<file path="config.mk">
export PLATFORM = sky130hd
export DESIGN_NAME = branch_ctrl
export DESIGN_NICKNAME = d
export VERILOG_FILES = /design/src/rtl/brctrl_pkg.sv /design/src/rtl/brcomp.sv /design/src/rtl/branch_ctrl.sv
export SDC_FILE = /design/constraint.sdc
export NUM_CORES = 1
export LEC_CHECK = 0
export BUFFER_PORTS_ARGS = -buffer_cell sky130_fd_sc_hd__buf_2
export CORE_MARGIN = 2
export CORE_UTILIZATION = 35
export CTS_BUF_LIST = sky130_fd_sc_hd__clkbuf_4 sky130_fd_sc_hd__clkbuf_8
export CTS_CLUSTER_SIZE = 30
export DETAILED_ROUTE_END_ITERATION = 8
export GPL_ROUTABILITY_DRIVEN = 0
export PLACE_DENSITY = 0.64
export SYNTH_ARGS = -nofsm -noshare
export SYNTH_HDL_FRONTEND = slang
export SYNTH_SLANG_ARGS = --single-unit
export TNS_END_PERCENT = 10
</file>
<file path="constraint.sdc">
create_clock -name i_clk -period 4.97 [get_ports i_clk]
set_input_delay 1.2425 -clock i_clk [delete_from_list [all_inputs] [get_ports i_clk]]
set_output_delay 1.2425 -clock i_clk [all_outputs]
set_load 0.01 [all_outputs]
</file>
<file path="src/rtl/brctrl_pkg.sv">
// Shared types and constants for the branch resolution controller.
package brctrl_pkg;

  localparam int unsigned XLEN = 32;

  typedef enum logic [1:0] {
    StIdle,
    StResolve,
    StFlush
  } state_e;

  localparam logic [2:0] F3_BEQ  = 3'b000;
  localparam logic [2:0] F3_BNE  = 3'b001;
  localparam logic [2:0] F3_BLT  = 3'b100;
  localparam logic [2:0] F3_BGE  = 3'b101;
  localparam logic [2:0] F3_BLTU = 3'b110;
  localparam logic [2:0] F3_BGEU = 3'b111;

endpackage

</file>
<file path="src/rtl/brcomp.sv">
// Shared branch comparator: equality plus signed/unsigned less-than.
module brcomp
  import brctrl_pkg::*;
(
  input  logic [XLEN-1:0] rs1,
  input  logic [XLEN-1:0] rs2,
  input  logic            br_unsigned,
  output logic            br_equal,
  output logic            br_less
);

  always_comb begin
    br_equal = (rs1 == rs2);
    br_less  = br_unsigned ? (rs1 < rs2) : ($signed(rs1) < $signed(rs2));
  end

endmodule

</file>
<file path="src/rtl/branch_ctrl.sv">
// Resolves one control transfer per handshake, issues a PC redirect with a counted
// front-end flush, and keeps saturating branch/taken counters.
module branch_ctrl
  import brctrl_pkg::*;
#(
  parameter int unsigned FLUSH_CYCLES = 2,
  parameter int unsigned CNT_W        = 16
) (
  input  logic             i_clk,
  input  logic             i_rst_n,
  input  logic             i_valid,
  output logic             o_ready,
  input  logic             i_is_branch,
  input  logic             i_is_jal,
  input  logic             i_is_jalr,
  input  logic [2:0]       i_funct3,
  input  logic [XLEN-1:0]  i_pc,
  input  logic [XLEN-1:0]  i_imm,
  input  logic [XLEN-1:0]  i_rs1_data,
  input  logic [XLEN-1:0]  i_rs2_data,
  output logic             o_done,
  output logic             o_taken,
  output logic             o_redirect,
  output logic [XLEN-1:0]  o_redirect_pc,
  output logic             o_flush,
  output logic             o_misalign,
  output logic             o_illegal,
  output logic [CNT_W-1:0] o_br_cnt,
  output logic [CNT_W-1:0] o_taken_cnt
);

  // With a single flush cycle the RESOLVE cycle covers it and FLUSH is skipped.
  localparam bit         HasFlushState = (FLUSH_CYCLES > 1);
  localparam logic [3:0] FlushLast     = 4'(HasFlushState ? FLUSH_CYCLES - 2 : 0);

  state_e            state_q;
  logic [3:0]        flush_cnt_q;
  logic              done_q, taken_q, redirect_q, misalign_q, illegal_q, flush_q;
  logic [XLEN-1:0]   redirect_pc_q;
  logic [CNT_W-1:0]  br_cnt_q, taken_cnt_q;

  logic              br_equal, br_less;
  logic              cond_taken, f3_illegal;
  logic              is_typed, taken, illegal, accept;
  logic [XLEN-1:0]   target;

  brcomp u_brcomp (
    .rs1         (i_rs1_data),
    .rs2         (i_rs2_data),
    .br_unsigned (i_funct3[1]),
    .br_equal    (br_equal),
    .br_less     (br_less)
  );

  always_comb begin
    cond_taken = 1'b0;
    f3_illegal = 1'b0;
    case (i_funct3)
      F3_BEQ:           cond_taken = br_equal;
      F3_BNE:           cond_taken = !br_equal;
      F3_BLT, F3_BLTU:  cond_taken = br_less;
      F3_BGE, F3_BGEU:  cond_taken = !br_less;
      default:          f3_illegal = 1'b1;
    endcase

    is_typed = i_is_jalr | i_is_jal | i_is_branch;
    target   = i_pc + i_imm;
    taken    = 1'b0;
    illegal  = 1'b0;
    if (i_is_jalr) begin
      target    = i_rs1_data + i_imm;
      target[0] = 1'b0;
      taken     = 1'b1;
    end else if (i_is_jal) begin
      taken = 1'b1;
    end else if (i_is_branch) begin
      taken   = cond_taken;
      illegal = f3_illegal;
    end
  end

  assign o_ready = (state_q == StIdle) || ((state_q == StResolve) && !redirect_q);
  assign accept  = i_valid && o_ready;

  always_ff @(posedge i_clk or negedge i_rst_n) begin
    if (!i_rst_n) begin
      state_q       <= StIdle;
      flush_cnt_q   <= 4'd0;
      done_q        <= 1'b0;
      taken_q       <= 1'b0;
      redirect_q    <= 1'b0;
      misalign_q    <= 1'b0;
      illegal_q     <= 1'b0;
      flush_q       <= 1'b0;
      redirect_pc_q <= '0;
    end else begin
      done_q     <= 1'b0;
      taken_q    <= 1'b0;
      redirect_q <= 1'b0;
      misalign_q <= 1'b0;
      illegal_q  <= 1'b0;
      if (accept) begin
        state_q       <= StResolve;
        done_q        <= 1'b1;
        taken_q       <= taken;
        redirect_q    <= taken && !target[1];
        misalign_q    <= taken && target[1];
        illegal_q     <= illegal;
        flush_q       <= taken && !target[1];
        redirect_pc_q <= target;
      end else begin
        unique case (state_q)
          StIdle: flush_q <= 1'b0;
          StResolve: begin
            if (redirect_q && HasFlushState) begin
              state_q     <= StFlush;
              flush_cnt_q <= FlushLast;
            end else begin
              state_q <= StIdle;
              flush_q <= 1'b0;
            end
          end
          StFlush: begin
            if (flush_cnt_q == 4'd0) begin
              state_q <= StIdle;
              flush_q <= 1'b0;
            end else begin
              flush_cnt_q <= flush_cnt_q - 4'd1;
            end
          end
          default: begin
            state_q <= StIdle;
            flush_q <= 1'b0;
          end
        endcase
      end
    end
  end

  always_ff @(posedge i_clk or negedge i_rst_n) begin
    if (!i_rst_n) begin
      br_cnt_q    <= '0;
      taken_cnt_q <= '0;
    end else if (accept) begin
      if (is_typed && (br_cnt_q != '1)) br_cnt_q <= br_cnt_q + CNT_W'(1);
      if (taken && (taken_cnt_q != '1)) taken_cnt_q <= taken_cnt_q + CNT_W'(1);
    end
  end

  assign o_done        = done_q;
  assign o_taken       = taken_q;
  assign o_redirect    = redirect_q;
  assign o_redirect_pc = redirect_pc_q;
  assign o_flush       = flush_q;
  assign o_misalign    = misalign_q;
  assign o_illegal     = illegal_q;
  assign o_br_cnt      = br_cnt_q;
  assign o_taken_cnt   = taken_cnt_q;

endmodule

</file>
==> results_dict.tcl <==
set metrics [dict create \
    cts_root_buffer "clkbuf_8" \
    detail-route-antenna-nets 0 \
    post-synth-top-area-cell "dfrtp_1" \
    cts_buffers 9 \
    finalPower_mw 2.30 \
    finalNetCount 1292 \
    place_worst_setup_slack_ns 0.385 \
    ys_types 70 \
    finalInstanceArea_sq_um 8790 \
    crit_path_cell_trace "buf_2, ha_1, nand4_1, or2_1, nor3_2, o21ai_0, o211ai_1, or4_1, a31oi_2, buf_4, nor4b_1, xor2_1" \
    cellPowerDensity_nw_per_um2 261 \
    postLayoutCoreUtil_pct 43.2 \
    tritoncts "yes" \
    maxSlewHeadroom_pct 33.9 \
    die_w_microns 148 \
    grt_max_degree 77 \
    yosysSeqAreaShare_pct 26.1 \
    status "finished clean" \
    synth_ff_type "dfrtp_1" \
    tns_ns 0 \
    viasPerCell 5.26 \
    critPathKind "input port to flip-flop" \
    finalSetupViolCount 0 \
    fin_worst_skew_ns 0.0132 \
    yosys_warnings 0 \
    area_delta_synth_final_pct 20.6 \
    layout_common_cells "buf_2, ha_1, dfrtp_1, nand2_1, a21oi_1" \
    hold_path_depth 2 \
    drc 0 \
    synth_nets 1093 \
    io_pins 208 \
    min_path_type "flip-flop to flip-flop" \
    cts_buffer_depth 2 \
    htree_levels 3 \
    rr_worst_depth 6 \
    arrival_ns 4.36 \
    cap_viol_max_count 0 \
    path_buf_inv 2 \
    n_antenna_cell 0 \
    fin_crit_sh_pct 81.9 \
    avgRoutedWirePerCell_microns 16.1 \
    grt_overflow 0 \
    drt-initial-drc-count 394 \
    synth_cells 858 \
    leakagePower_nw 4.54 \
    final_common_cell "buf_2" \
    numPortBuffers 207 \
    slowest_delay_ns 0.43 \
    rsz0062_at_grt "false" \
    peakVddDrop_mv 0.105 \
    r2r-start "o_taken_cnt[7]" \
    antenna_found_initial 0 \
    placed_area_sq_um 8610 \
    cp-startpoint "i_rs1_data[31]" \
    drive_gt1_share_pct 23.0 \
    end_kind "flip-flop" \
    rows 52 \
    vias 7012 \
    drt-pass1-iter-count 5 \
    worstPathMaxFanout 12 \
    post_cts_buffers 0 \
    fillCellCount 2081 \
    clkSinkCount 76 \
    place_hpwl_microns 17600 \
    syn-cell-area_sq_um 7290 \
    crit_family "simple AND/OR/NAND/NOR gates" \
    rrSetupSlack_ns 2.69 \
    seq_area_sq_um 1900 \
    hold_buffers 0 \
    multi_input_area_sq_um 5110 \
    tightest_slew_ns 0.992 \
    grt_pass1_wl_microns 34500 \
    period_needed_ns 4.07 \
    synth_seq_cells 76 \
    synthArstFlopShare_pct 100 \
    critical_path_depth 12 \
    crit_path_start_kind "input port" \
    die_area_sq_um 22000 \
    cts.reportedPaths.clkPinSlew_ns 0.09 \
    min_from "o_redirect_pc[1]" \
    synth_area_leaders "dfrtp_1, ha_1, xor2_1" \
    cts_resized 0 \
    grt_pass1_vias 6750 \
    fin_ws_ns 0.900 \
    grt.total_usage_pct 19.5 \
    timing.fmax_ghz 0.246 \
    worstPathRequired_ns 5.26 \
    synth_edf_count 0 \
    final-max-slew-violation-count 0 \
    routed_wl_microns 21500 \
    core_area_sq_um 20400 \
    cpMaxStageDelayCell "nor3_2" \
    hold_viol_final 0 \
    syn_avg_cell_area_sq_um 8.50 \
    clock_latency_ns 0.36 \
    start_util_pct 35.8 \
    fp.dieH_microns 148 \
    synthDominantCellAreaShare_pct 26.1 \
]
## synth_stat cells, types with 9 or more instances
library cell	number
nand4_1	17
o21bai_1	13
a21oi_1	64
xor2_1	41
nand3_1	26
nand2_1	67
nor3_1	17
and3_1	12
o21ai_0	55
nor2b_1	9
a211oi_1	14
xnor2_1	36
clkbuf_1	20
ha_1	96
a21o_1	46
dfrtp_1	76
inv_1	52
a31oi_1	14
o21a_1	9
nor2_1	58
## cell type report
class / instances / area share, %
Tap cell: 270 / 3.84
Multi-Input combinational cell: 707 / 58.1
Timing Repair Buffer: 211 / 12.2
Inverter: 52 / 2.22
Sequential cell: 76 / 21.6
Clock inverter: 7 / 0.655
Clock buffer: 9 / 1.41
## cells by family (layout without fill, tap and decap cells)
family	after synthesis	after routing	synth area share, %
AO/OA/AOI/OAI	268	268	24.6
AND/OR/NAND/NOR	255	255	17.8
multiplexers	9	9	1.29
adder cells (fa/ha/maj)	98	98	17.0
XOR/XNOR	77	77	9.25
flip-flops	76	76	26.1
buffers and inverters	75	279	3.91
## metal layers
layer,global-route usage (%),wire (microns)
met1,28.0,10400
met2,31.4,9610
met3,2.45,1220
met4,4.24,254
met5,0,0
## power by group
group	internal, mW	switching (mW)	total (mW)
Clock	0.188	0.273	0.461
Combinational	0.427	0.561	0.989
Sequential	0.740	0.107	0.847
Total	1.36	0.941	2.30
## flip-flops by register name, summed over array words and instances, names as in the netlist
signal,cells
o_misalign,1
state_q,2
o_redirect,1
o_flush,1
o_done,1
flush_cnt_q,4
o_redirect_pc,32
o_br_cnt,16
o_illegal,1
o_taken_cnt,16
o_taken,1
## stage by stage
| stage | hold slack [ns] | instances |
|---|---|---|
| 2_1_floorplan | 0.472 | 858 |
| 3_3_place_gp | 0.458 | 1316 |
| 3_5_place_dp | 0.472 | 1316 |
| 4_1_cts | 0.491 | 1332 |
| 5_1_grt | 0.505 | 1332 |
| 6_report | 0.481 | 1332 |
## worst paths after layout
| path | end |
|---|---|
| min | o_redirect_pc[1] |
| max in group asynchronous | o_redirect_pc[14] |
| min reg2reg | o_redirect_pc[1] |
| max | o_taken_cnt[15] |
| max reg2reg | o_taken_cnt[1] |
| min in group asynchronous | o_redirect_pc[0] |
## worst register-to-register path: cells and delay by family, from the launching register on
kind	cells	cell delay, ns
mux	1	0.32
simple gates	5	1.39
flops	1	0.46
No activity file was read; power rests on OpenSTA's default activity.
